==> config.mk <==
export PLATFORM = sky130hd
export DESIGN_NAME = lap_stopwatch
export DESIGN_NICKNAME = d
export VERILOG_FILES = /design/src/rtl/stopwatch_pkg.sv /design/src/rtl/stopwatch_digit.sv /design/src/rtl/lap_stopwatch.sv
export SDC_FILE = /design/constraint.sdc
export NUM_CORES = 1
export LEC_CHECK = 0
export ABC_AREA = 1
export CAP_MARGIN = 10
export CORE_ASPECT_RATIO = 0.9
export CORE_MARGIN = 10
export CORE_UTILIZATION = 35
export DETAILED_ROUTE_END_ITERATION = 10
export MAX_ROUTING_LAYER = met4
export SYNTH_ARGS = -nofsm -noshare
export SYNTH_HDL_FRONTEND = slang
export SYNTH_SLANG_ARGS = --single-unit
==> constraint.sdc <==
create_clock -name CLK -period 1.5 [get_ports CLK]
set_input_delay 0.3 -clock CLK [delete_from_list [all_inputs] [get_ports CLK]]
set_output_delay 0.3 -clock CLK [all_outputs]
set_load 0.05 [all_outputs]
==> src/rtl/stopwatch_pkg.sv <==
// Shared types and helpers for the lap stopwatch.
//   sw_state_t  : control FSM states
//   digit_radix : radix of a digit from its position and the time format
//   BCD_W       : width of one BCD digit
package stopwatch_pkg;

   localparam int BCD_W = 4;

   typedef enum logic [1:0] {
      STOPPED     = 2'd0,
      RUNNING     = 2'd1,
      LAP         = 2'd2,
      LAP_STOPPED = 2'd3
   } sw_state_t;

   // In time format, odd digits from index 3 upward are tens of seconds/minutes.
   function automatic int digit_radix(input int index, input int time_fmt);
      if ((time_fmt != 0) && (index >= 3) && ((index % 2) == 1))
         return 6;
      return 10;
   endfunction

endpackage

==> src/rtl/stopwatch_digit.sv <==
// One BCD digit counter of configurable radix.
// Ports:
//   CLK   : clock
//   CLR   : asynchronous active-low reset
//   inc   : advance by one this cycle
//   clear : synchronous clear to zero (dominates inc)
//   value : current digit value
//   carry : combinational, inc while at RADIX-1 (next digit advances same edge)
module stopwatch_digit
   import stopwatch_pkg::*;
#(
   parameter int RADIX = 10
) (
   input  logic             CLK,
   input  logic             CLR,
   input  logic             inc,
   input  logic             clear,
   output logic [BCD_W-1:0] value,
   output logic             carry
);

   localparam logic [BCD_W-1:0] LAST = BCD_W'(RADIX - 1);

   assign carry = inc & (value == LAST);

   always_ff @(posedge CLK or negedge CLR) begin
      if (!CLR)
         value <= '0;
      else if (clear)
         value <= '0;
      else if (inc)
         value <= carry ? '0 : value + 1'b1;
   end

endmodule

==> src/rtl/lap_stopwatch.sv <==
// Synchronous BCD stopwatch with start/stop, lap hold and clear-when-stopped.
// Ports:
//   CLK        : clock
//   CLR        : asynchronous active-low reset
//   START      : start/stop button level
//   LAP        : lap/clear button level
//   num        : displayed BCD value, digit 0 in num[3:0]
//   running    : count is advancing
//   lap_active : display frozen on the lap register
//   overflow   : sticky, set when the whole count wraps
//
// state       | meaning
// ------------+-------------------------------------------
// STOPPED     | count held, display live; LAP clears
// RUNNING     | count advancing, display live
// LAP         | count advancing, display frozen
// LAP_STOPPED | count held, display frozen
module lap_stopwatch #(
   parameter int DIGITS   = 4,
   parameter int CLK_DIV  = 100000,
   parameter int TIME_FMT = 1
) (
   input  logic                                  CLK,
   input  logic                                  CLR,
   input  logic                                  START,
   input  logic                                  LAP,
   output logic [stopwatch_pkg::BCD_W*DIGITS-1:0] num,
   output logic                                  running,
   output logic                                  lap_active,
   output logic                                  overflow
);

   localparam int CNT_W = stopwatch_pkg::BCD_W * DIGITS;
   localparam int PRE_W = (CLK_DIV > 1) ? $clog2(CLK_DIV) : 1;
   localparam logic [PRE_W-1:0] PRE_LAST = PRE_W'(CLK_DIV - 1);

   stopwatch_pkg::sw_state_t state;

   logic             start_q, start_prev, lap_q, lap_prev;
   logic             start_press, lap_press;
   logic             clear_cnt, capture, tick;
   logic [PRE_W-1:0] pre;
   logic [DIGITS:0]  inc_chain;
   logic [CNT_W-1:0] count;
   logic [CNT_W-1:0] lap_reg;

   always_ff @(posedge CLK or negedge CLR) begin
      if (!CLR) begin
         start_q    <= 1'b0;
         start_prev <= 1'b0;
         lap_q      <= 1'b0;
         lap_prev   <= 1'b0;
      end else begin
         start_q    <= START;
         start_prev <= start_q;
         lap_q      <= LAP;
         lap_prev   <= lap_q;
      end
   end

   // START wins a tie; the LAP press is simply dropped.
   assign start_press = start_q & ~start_prev;
   assign lap_press   = lap_q & ~lap_prev & ~start_press;

   assign clear_cnt = lap_press & (state == stopwatch_pkg::STOPPED);
   assign capture   = lap_press & (state == stopwatch_pkg::RUNNING);

   always_ff @(posedge CLK or negedge CLR) begin
      if (!CLR) begin
         state      <= stopwatch_pkg::STOPPED;
         running    <= 1'b0;
         lap_active <= 1'b0;
      end else begin
         case (state)
            stopwatch_pkg::STOPPED:
               if (start_press) begin
                  state   <= stopwatch_pkg::RUNNING;
                  running <= 1'b1;
               end
            stopwatch_pkg::RUNNING:
               if (start_press) begin
                  state   <= stopwatch_pkg::STOPPED;
                  running <= 1'b0;
               end else if (lap_press) begin
                  state      <= stopwatch_pkg::LAP;
                  lap_active <= 1'b1;
               end
            stopwatch_pkg::LAP:
               if (start_press) begin
                  state   <= stopwatch_pkg::LAP_STOPPED;
                  running <= 1'b0;
               end else if (lap_press) begin
                  state      <= stopwatch_pkg::RUNNING;
                  lap_active <= 1'b0;
               end
            stopwatch_pkg::LAP_STOPPED:
               if (start_press) begin
                  state   <= stopwatch_pkg::LAP;
                  running <= 1'b1;
               end else if (lap_press) begin
                  state      <= stopwatch_pkg::STOPPED;
                  lap_active <= 1'b0;
               end
            default: begin
               state      <= stopwatch_pkg::STOPPED;
               running    <= 1'b0;
               lap_active <= 1'b0;
            end
         endcase
      end
   end

   // Enable is the registered running flag, so the edge that stops the
   // watch still applies a coincident tick. Stopping keeps the partial period.
   assign tick = running & (pre == PRE_LAST);

   always_ff @(posedge CLK or negedge CLR) begin
      if (!CLR)
         pre <= '0;
      else if (clear_cnt)
         pre <= '0;
      else if (running)
         pre <= (pre == PRE_LAST) ? '0 : pre + 1'b1;
   end

   assign inc_chain[0] = tick;

   for (genvar i = 0; i < DIGITS; i++) begin : g_digit
      stopwatch_digit #(
         .RADIX (stopwatch_pkg::digit_radix(i, TIME_FMT))
      ) u_digit (
         .CLK   (CLK),
         .CLR   (CLR),
         .inc   (inc_chain[i]),
         .clear (clear_cnt),
         .value (count[stopwatch_pkg::BCD_W*i +: stopwatch_pkg::BCD_W]),
         .carry (inc_chain[i+1])
      );
   end

   always_ff @(posedge CLK or negedge CLR) begin
      if (!CLR) begin
         lap_reg  <= '0;
         overflow <= 1'b0;
      end else if (clear_cnt) begin
         lap_reg  <= '0;
         overflow <= 1'b0;
      end else begin
         if (capture)
            lap_reg <= count;
         if (inc_chain[DIGITS])
            overflow <= 1'b1;
      end
   end

   assign num = lap_active ? lap_reg : count;

endmodule

==> reports/results.ini, run 1 <==
[worst_setup_path]
worstSetupPathType=flip-flop to output port
worstSetupStartpointType=flip-flop
cp-end-kind=output port
crit_fanout=24
cp-startpoint=lap_active
reg2reg_to=g_digit[3].u_digit.value[0]
arrival_ns=1.35
regToRegStartpoint=pre[12]
required_ns=1.20
reg2regPathDepth=10
r2r_setup_slack_ns=-0.11

[global_routing]
antenna_found_initial=0
grt_max_degree=59
track_usage_pct=12.6
grt_pass1_wl_mm=13.7
overflow=0
grt_pass1_vias=2954

[route]
drcViolationCount=0
routed_wl_mm=8.56
ant_nets=0
vias=3055
vias_per_cell=4.90
dr.pass1.iters=4
drt_iter0_markers=148
route.detailed.wl_per_inst_um=13.7

[floorplan]
coreArea_um2=9130
fp.dieH_um=112
die-width_um=122
ios=23
row_count=33
initial_core_util_pct=35.8
die_area_um2=13600

[sta]
fin_ws_ns=-0.146
worst_pin_slew_ns=0.338
worst_clock_skew_ns=0.00850
fin_crit_ns=1.65
finalMaxSlewViolations=0
fmax_mhz=607
hold_violations=0
slew_headroom_pct=77.3
min_period_over_period_pct=110
rsz0062_at_grt=yes
setup_viol=36

[worst_hold_path]
hp-start=start_q
holdPathEnd=start_prev
hold_path_depth=0
hold_path.class=flip-flop to flip-flop

[placement]
dp_hpwl_mm=5.65
port_buffers=22
gp_congestion=0.882
post-place-ws_ns=-0.0861

[outcome]
status=complete, but fails checks
violations=negative setup slack

[synth]
synth_area_um2=3260
syn_nets=433
yosysSeqAreaShare_pct=44.5
ys_types=29
synthCells=415
ys_seq_elements=58
yosys_warnings=0
synth.avg_cell_area_um2=7.87

[final_layout]
drive_above_1_share_pct=40.4
largest_reg_flops=17
antenna_cells=0
final_nets=515
multi_input_area_um2=1980
register_area_um2=1460
fill_cells=821
area_growth_pct=53.2

[clock_network]
cts_tree=yes
cts_buffers=9
clock-sinks=58
clock_latency_ns=0.34
cts_root_buf=clkbuf_8
cts_buffer_depth=2
cts-htree-levels=3
clkSlewWorstSetupHoldPaths_ns=0.07

[pwr]
power_leakage_nw=2.27
seqPwrFrac_pct=25.5
p_per_area_nw_per_um2=1700
pwr-share-clk_pct=16.7
power_frac_comb_pct=57.8
intPower_w=0.00487
ir_drop_uv=1100
power.switching_w=0.00365
p_sw_share_pct=42.8
power_w=0.00852

[run]
max_cap_viol_count=0

==> worst max-delay path by stage <==
stage | to | slack (ns) | cells past startpoint
final | num[12] | -0.15 | 3
after global routing | g_digit[3].u_digit.value[0] | -0.23 | 10
after CTS | num[13] | -0.16 | 3
after detailed placement | pre[12] | -0.09 | 7
after global placement | pre[12] | -0.08 | 7
after floorplan | num[10] | -0.07 | 2
==> cell type report <==
cell class	count	share of cell area (%)
repair buffers	82	19.2
well taps	122	3.05
clock buffers	9	2.48
clock inverters	7	1.38
inverters	66	5.18
multi-input cells	280	39.6
flip-flops and latches	58	29.1
==> synth_stat cells <==
cell type | instances | share of area, %
nor2_1 | 32 | 3.7
xnor2_1 | 1 | 0.27
inv_2 | 5 | 0.57
a22oi_2 | 1 | 0.38
clkbuf_1 | 6 | 0.69
xor2_1 | 12 | 3.2
nand4_1 | 11 | 2.1
nand3b_1 | 3 | 0.69
inv_1 | 60 | 6.9
nand3_2 | 2 | 0.61
nand3_1 | 25 | 3.8
o21ai_0 | 50 | 7.7
nor2_4 | 2 | 0.69
buf_2 | 4 | 0.61
nor3_1 | 11 | 1.7
or2_0 | 1 | 0.19
clkinv_1 | 1 | 0.11
o211ai_1 | 1 | 0.23
a21oi_2 | 2 | 0.54
buf_6 | 1 | 0.34
dfrtp_1 | 58 | 44
o21a_1 | 5 | 1.1
o21ai_1 | 9 | 1.4
nand2_1 | 72 | 8.3
nor2_2 | 4 | 0.77
o22ai_1 | 2 | 0.38
ha_1 | 14 | 5.4
nand2_2 | 3 | 0.57
a21oi_1 | 17 | 2.6
==> metal layers <==
metal  track usage [%]  wire length [um]
met1              14.9              3990
met2              19.4              4130
met3              4.39               356
met4              4.29                83
met5                 -                 0
==> cells by family after synthesis <==
group / share of synthesized area (%)
fa+ha+maj: 5.37
buf+inv: 9.24
compound gates: 14.3
flops: 44.5
simple gates: 23.1
xor+xnor: 3.49
==> cell usage in the layout (no fill, tap or decap), types with 3 or more instances in the layout <==
cell | synthesis | final
a21oi_2 | 2 | 3
clkbuf_8 | 0 | 9
nand3b_1 | 3 | 3
ha_1 | 14 | 10
buf_4 | 0 | 48
ha_4 | 0 | 3
buf_12 | 0 | 23
dfrtp_2 | 0 | 3
nor2_1 | 32 | 20
a21oi_1 | 17 | 14
xor2_1 | 12 | 12
clkinvlp_4 | 0 | 3
dfrtp_1 | 58 | 55
o21ai_0 | 50 | 5
nand3_4 | 0 | 3
nor2_4 | 2 | 9
nand2_4 | 0 | 4
inv_2 | 5 | 9
nor3_1 | 11 | 9
buf_6 | 1 | 5
nand2_1 | 72 | 51
o21ai_1 | 9 | 25
nand3_1 | 25 | 17
nor2_2 | 4 | 9
clkinv_2 | 0 | 3
nand3_2 | 2 | 7
o21ai_4 | 0 | 11
o21ai_2 | 0 | 18
nand2_2 | 3 | 20
nand4_1 | 11 | 11
o21a_1 | 5 | 5
inv_1 | 60 | 54
==> metrics by stage <==
step           instance area (um^2)  utilization (%)  hold WS (ns)  TNS, ns  std cells
2_1_floorplan                  3420                -       0.00441   -0.318        415
3_3_place_gp                   4270             46.8         0.332   -0.352        588
3_5_place_dp                   4270             46.8         0.329   -0.851        588
4_1_cts                        4630             50.7         0.382    -2.96        609
5_1_grt                        5000             54.8         0.382    -7.02        624
6_report                       5000             54.8         0.381    -2.56        624
==> power by group through the flow <==
stage | clock network (W) | logic, W | registers [W]
floorplan | 0 | 0.00238 | 0.00222
global placement | 0 | 0.00431 | 0.00215
detailed placement | 0 | 0.00436 | 0.00216
CTS | 0.00146 | 0.00449 | 0.00214
global route | 0.00156 | 0.00527 | 0.00221
finish | 0.00143 | 0.00492 | 0.00217
==> worst max-delay path: stages (launching register included) <==
cell	delay, ns
dfrtp_2	0.44
buf_12	0.18
o21ai_2	0.22
buf_12	0.16
==> what timing repair did <==
item / CTS / global route
endpoints found under the hold margin: 58 / 0
hold buffers: 1 / 0
resized for setup: 41 / 86
pin swaps: 9 / 27
buffers inserted: 4 / 13
endpoints found under the setup margin: 40 / 67
cloned: 0 / 2
Power figures use the tool's default switching activity.
==> run 2, diff against run 1 <==
--- a/config.mk
+++ b/config.mk
@@ -7,11 +7,12 @@
 export LEC_CHECK = 0
 export ABC_AREA = 1
 export CAP_MARGIN = 10
-export CORE_ASPECT_RATIO = 0.9
+export CORE_ASPECT_RATIO = 1.1
 export CORE_MARGIN = 10
 export CORE_UTILIZATION = 35
 export DETAILED_ROUTE_END_ITERATION = 10
 export MAX_ROUTING_LAYER = met4
 export SYNTH_ARGS = -nofsm -noshare
 export SYNTH_HDL_FRONTEND = slang
+export SYNTH_HIERARCHICAL = 1
 export SYNTH_SLANG_ARGS = --single-unit
==> run 2 against run 1 <==
Effect of this change: the flow still finishes with violations (negative setup slack); combinational power is 42% lower; global-route usage up 1.8 points; synthesized cell count up 17%; worst setup slack got worse by 0.52 ns; worst hold slack got worse by 0.0018 ns; total power fell by 24%; largest cell class unchanged; highest routed layer unchanged.
==> reports/results.ini, run 2 <==
[outcome]
status=complete, but fails checks
violations=negative setup slack

[pwr]
ir_drop_uv=644  ; -41%
p_per_area_nw_per_um2=1180  ; -31%
power_leakage_nw=2.56  ; +13%

[sta]
fin_crit_ns=2.17  ; +0.521 ns
setup_viol=34  ; -5.6%
rsz0062_at_grt=yes
finalMaxSlewViolations=0  ; unchanged
min_period_over_period_pct=145  ; +35 points
worst_clock_skew_ns=0.0118  ; +0.00334 ns
slew_headroom_pct=77.8  ; +0.47 points
worst_pin_slew_ns=0.333  ; -0.00446 ns
hold_violations=0  ; unchanged
fmax_mhz=461  ; -24%
whs_ns=0.379  ; -0.00183 ns
fin_ws_ns=-0.668  ; -0.521 ns

[synth]
syn_nets=502  ; +16%
yosysTopAreaCell=dfrtp_1
yosys.cell_count.top_type=nand2_1
yosys_warnings=6  ; +6
synthTopCellsByArea=dfrtp_1 41%, nand2_1 15%, inv_1 7.6%
ys_types=29  ; unchanged
synthCells=484  ; +17%
yosysSeqAreaShare_pct=41.0  ; -3.5 points
synth.avg_cell_area_um2=7.32  ; -7.0%
synth_common_cells=137 x nand2_1, 72 x inv_1, 58 x dfrtp_1
synth_flop_cell=dfrtp_1
synth_area_um2=3540  ; +8.5%
ys_async_sr_fraction_pct=100  ; unchanged
synth_top_area_share_pct=41.0  ; -3.5 points
ys_seq_elements=58  ; unchanged
synth_edf_count=0  ; unchanged

[global_routing]
grt_pass1_vias=3439  ; +16%
grt_pass1_wl_mm=16.6  ; +21%
track_usage_pct=14.4  ; +1.8 points
grt_max_degree=59  ; unchanged
overflow=0  ; unchanged
antenna_found_initial=0  ; unchanged

[route]
routed_wl_mm=10.1  ; +18%
route.detailed.wl_per_inst_um=14.4  ; +4.9%
ant_nets=0  ; unchanged
drcViolationCount=0  ; unchanged
dr.pass1.iters=4  ; unchanged
vias_per_cell=5.02  ; +2.5%
drt_iter0_markers=128  ; -14%
vias=3533  ; +16%

[placement]
dp_hpwl_mm=6.33  ; +12%
gp_congestion=0.863  ; -2.2%
port_buffers=22  ; unchanged

[floorplan]
initial_core_util_pct=35.8  ; +0.043 points
die-width_um=116  ; -4.8%
coreArea_um2=9890  ; +8.4%
die_area_um2=14500  ; +7.0%
ios=23  ; unchanged
fp.dieH_um=126  ; +12%
row_count=38  ; +15%

[worst_hold_path]
hold_path.class=flip-flop to flip-flop

[worst_setup_path]
crit_fanout=4  ; -83%
worstSetupPathType=flip-flop to flip-flop
arrival_ns=2.40  ; +1.05 ns
required_ns=1.73  ; +0.53 ns
worstSetupStartpointType=flip-flop
cp-end-kind=flip-flop

[final_layout]
antenna_cells=0  ; unchanged
fill_cells=857  ; +4.4%
largest_reg_flops=17  ; unchanged
final_common_cell=nand2_1
final_cell_mix=108 x nand2_1, 68 x inv_1, 56 x dfrtp_1
area_growth_pct=54.5
final_nets=597  ; +16%
final_util_pct=55.3  ; +0.52 points
drive_above_1_share_pct=35.8  ; -4.7 points

[clock_network]
cts_root_buf=clkbuf_8
clock-sinks=58  ; unchanged
clock_latency_ns=0.34  ; about the same
cts_buffer_depth=2  ; unchanged
clkSlewWorstSetupHoldPaths_ns=0.08  ; about the same
cts_tree=yes
cts-htree-levels=3  ; unchanged
cts_buffers=9  ; unchanged

[run]
max_cap_viol_count=0  ; unchanged

==> run 2: cell count changes in the layout (fill, tap and decap cells not counted), sizes merged, moves of 3 or more <==
cell,delta
inv,+10
nor2,+16
o21a,-5
a21oi,-14
buf,+12
nand2,+76
o21bai,+3
nor3,-10
nand4,+5
nand3b,-3
nand3,+12
o21ai,-4
xor2,-12
==> run 2: worst paths after layout <==
path                            slack (ns)    start                     endpoint  cells past startpoint
min in group asynchronous             0.50      CLR                     state[0]                      3
worst min-delay path                  0.38  start_q                   start_prev                      0
max in group asynchronous             0.71      CLR  g_digit[1].u_digit/value[1]                      3
worst max-delay path                 -0.67   pre[0]  g_digit[3].u_digit/value[2]                     18
worst max register to register       -0.67   pre[0]  g_digit[3].u_digit/value[2]                     18
worst min register to register        0.38  start_q                   start_prev                      0
==> run 2: area by class of cell <==
type                            count  area [um^2]  share of cell area [%]
Timing Repair Buffer               93         1120                    20.5
Inverter                           77          295                    5.40
Clock inverter                      7          125                    2.29
Sequential cell                    58         1450                    26.6
Multi-Input combinational cell    340         2200                    40.2
Clock buffer                        9          124                    2.26
Tap cell                          120          150                    2.74
==> run 2: kinds of logic after synthesis <==
family                   after synthesis  share of synthesized area, %
buffers and inverters                 87                          9.68
AO/OA/AOI/OAI                         63                          9.22
flip-flops                            58                          41.0
adder cells (fa/ha/maj)               14                          4.95
AND/OR/NAND/NOR                      262                          35.2
==> run 2: through the flow <==
| step | std cells | cell area, um^2 | TNS (ns) | total power [W] | setup WS (ns) |
|---|---|---|---|---|---|
| finish | 704 | 5470 | -11.23 | 0.00646 | -0.668 |
| global route | 704 | 5470 | -14.54 | 0.00679 | -0.797 |
| CTS | 697 | 5210 | -12.36 | 0.00598 | -0.615 |
| detailed placement | 667 | 4530 | -7.06 | 0.00344 | -0.628 |
| global placement | 667 | 4530 | -5.83 | 0.00341 | -0.530 |
| floorplan | 484 | 3620 | -13.07 | 0.00278 | -0.742 |
==> run 2: power breakdown <==
group	total [W]	switching [W]	internal [W]	leakage (nW)
combinational	0.00284	0.00153	0.00131	1.65
clock	0.00182	0.000703	0.00112	0.124
sequential	0.00180	0.000109	0.00169	0.786
total	0.00646	0.00234	0.00412	2.56
==> run 2: worst max-delay path, stage by stage (launching register included) <==
cell and delay [ns]:
dfrtp_1 0.36, ha_2 0.18, nand2_2 0.06, inv_2 0.06, nand2_2 0.05, nor2_1 0.08, nand4_1 0.13, nor2_2 0.15
nand2_2 0.09, nor2_4 0.10, nand2_2 0.08, nor2_4 0.09, nand2_2 0.08, nor2_4 0.15, nor2_2 0.08, nor2_1 0.14
nand2_1 0.07, nand2_1 0.07, nor2_1 0.04
==> run 2: routing by layer <==
metal / track usage [%] / share of wire (%) / vias up
met2: 24.0 / 51 / 98
met3: 3.92 / 5.0 / 22
li1: - / - / 1722
met1: 16.5 / 41 / 1691
met5: - / 0 / -
met4: 4.05 / 2.4 / 0
==> run 2: timing repair <==
action,CTS,global route
cloned,3,1
gates resized for setup,73,56
pin swaps,24,20
setup endpoints to repair,52,53
setup buffers,32,14
hold endpoints to repair,58,0
hold buffers,1,0
==> run 3, diff against run 2 <==
--- a/config.mk
+++ b/config.mk
@@ -12,6 +12,7 @@
 export CORE_UTILIZATION = 35
 export DETAILED_ROUTE_END_ITERATION = 10
 export MAX_ROUTING_LAYER = met4
+export SLEW_MARGIN = 20
 export SYNTH_ARGS = -nofsm -noshare
 export SYNTH_HDL_FRONTEND = slang
 export SYNTH_HIERARCHICAL = 1
==> results of run 3 <==
No change in the layout: final DEF, timing and power equal those of run 2.
==> edit: new RTL, flow settings as in run 3 <==
Put a register stage on the output `num`, without a reset. The value now appears one clock later. The other outputs are not delayed to match.
--- a/src/rtl/lap_stopwatch.sv
+++ b/src/rtl/lap_stopwatch.sv
@@ -153,7 +153,9 @@
       end
    end
 
-   assign num = lap_active ? lap_reg : count;
+   always_ff @(posedge CLK) begin
+      num <= lap_active ? lap_reg : count;
+   end
 
 endmodule
 
Behaviour: no difference found for any inputs over 10 cycles, from zero or initial values; that may be too few to reach the edited logic, so the function may still have changed.
==> edit against run 3 <==
The run still ends with setup timing left; design area decreased by 2.7%; worst setup slack improved by 0.034 ns; maximum frequency increased by 1.6%; sequential cell count increased by 16; power decreased by 5.1%; synthesized area increased by 9.7%; sequential power increased by 23%; clock skew decreased by 0.0062 ns; wire length decreased by 11%.
==> edit: results (changes against run 3) <==
[outcome]
run_status = complete, but fails checks
violated_checks = setup timing

[drt]
sum_of_routed_wire_segments_on_met1_um = 3895  ; -7.0%
drt-total-wl_um = 9020  ; -11%
met3_wirelength_um = 285  ; -43%
detail_route.vias_per_cell = 4.646  ; -7.4%
drt_first_iter_violations = 144  ; +13%

[layout]
final_layout_size_suffix_gt1_share_pct = 29.25  ; -6.5 points
non_clock_buffer_count = 82  ; -12%
nonClkBufAreaFrac_pct = 16.50  ; -4.0 points
sequential_standard_cell_area_um2 = 1773  ; +22%
layout.clock_buffers = 10  ; +1
filler_instances = 1045  ; +22%
final_net_count = 601  ; +0.67%
multiInputGateArea_um2 = 1914  ; -13%
nNonClkInverters = 72  ; -6.5%
comb.multi_input.count = 344  ; +1.2%

[critical_path]
worst-endpoint-arrival_ns = 2.36  ; -0.04 ns

[timing]
max_slew_margin_pct = 77.01  ; -0.76 points
report.final.setup_viol = 17  ; -50%
fin_tns_setup_ns = -8.538  ; +2.693 ns
finalWorstSetupSlack_ns = -0.6335  ; +0.03432 ns

[placement]
gpl.final_weighted_congestion = 0.8927  ; +3.5%
post_dp_cell_area_um2 = 4792  ; +5.7%

[yosys]
compound_gate_fraction_of_synth_area_pct = 8.336  ; -0.88 points
synth.top_cells.by_area = sky130_fd_sc_hd__dfrtp_1 37%, sky130_fd_sc_hd__nand2_1 14%, sky130_fd_sc_hd__dfxtp_1 8.2%
yosysSeqAreaShare_pct = 45.57  ; +4.6 points
synth-seq-cells = 74  ; +28%
synthXorXnorAreaFrac_pct = 0.2253  ; +0.23 points
yosysUniqueCellTypes = 32  ; +10%
syn_area_um2 = 3887  ; +9.7%
ys_async_sr_fraction_pct = 78.38  ; -22 points

[pwr]
leakagePower_nw = 2.423  ; -5.5%
power-per-cell-area_nw_per_um2 = 1151  ; -2.5%
netSwitchingFraction_pct = 32.85  ; -3.3 points

[global_routing]
maximum_number_of_pins_on_one_net_before_global_route_repair = 48  ; -19%
grt_pass1_vias = 3302  ; -4.0%
gr-usage-all-layers_pct = 12.07  ; -2.3 points
first_pass_grt_wire_length_um = 15180  ; -8.7%

[cts]
cts.root.buffer_cell = sky130_fd_sc_hd__clkbuf_16

[edit: through the flow]
stage               power, W  setup WS [ns]  instances
CTS                 0.006008        -0.6499        728
detailed placement  0.003725        -0.6496        704
floorplan           0.003162        -0.7139        500
global route        0.006458        -0.8375        735
finish              0.006126        -0.6335        735
global placement    0.003693        -0.5649        704
[edit: repair_timing]
| action | CTS | global route |
|---|---|---|
| pin swaps | 16 | 16 |
| setup buffers | 8 | 8 |
| hold buffers | 1 | 0 |
| hold endpoints to repair | 11 | 0 |
| gates resized for setup | 16 | 30 |
| setup endpoints to repair | 26 | 36 |
[edit: power groups by stage]
stage | clock network (W) | registers (W) | logic, W
6_report | 0.00215 | 0.00221 | 0.00177
5_1_grt | 0.00230 | 0.00222 | 0.00194
4_1_cts | 0.00221 | 0.00220 | 0.00160
3_3_place_gp | 0 | 0.00223 | 0.00146
2_1_floorplan | 0 | 0.00234 | 0.000824
3_5_place_dp | 0 | 0.00224 | 0.00149
[edit: worst paths after layout]
check | startpoint | end | slack [ns] | depth (start not counted)
worst max-delay path | pre[1]$_DFFE_PN0P_ | g_digit[3].u_digit/value[0]$_DFFE_PN0P_ | -0.63 | 18
worst min-delay path | start_q$_DFF_PN0_ | start_prev$_DFF_PN0_ | 0.38 | 0
worst max register to register | pre[1]$_DFFE_PN0P_ | g_digit[3].u_digit/value[0]$_DFFE_PN0P_ | -0.63 | 18
worst min register to register | start_q$_DFF_PN0_ | start_prev$_DFF_PN0_ | 0.38 | 0
max in group asynchronous | CLR | running$_DFFE_PN0P_ | 0.51 | 3
min in group asynchronous | CLR | state[0]$_DFFE_PN0P_ | 0.42 | 2
[edit: per-layer routing]
metal  vias up  global-route usage (%)
met3        15                   2.575
met4         0                   4.403
met1      1603                   13.90
li1       1739                       -
met2        58                   20.42
met5         -                       -
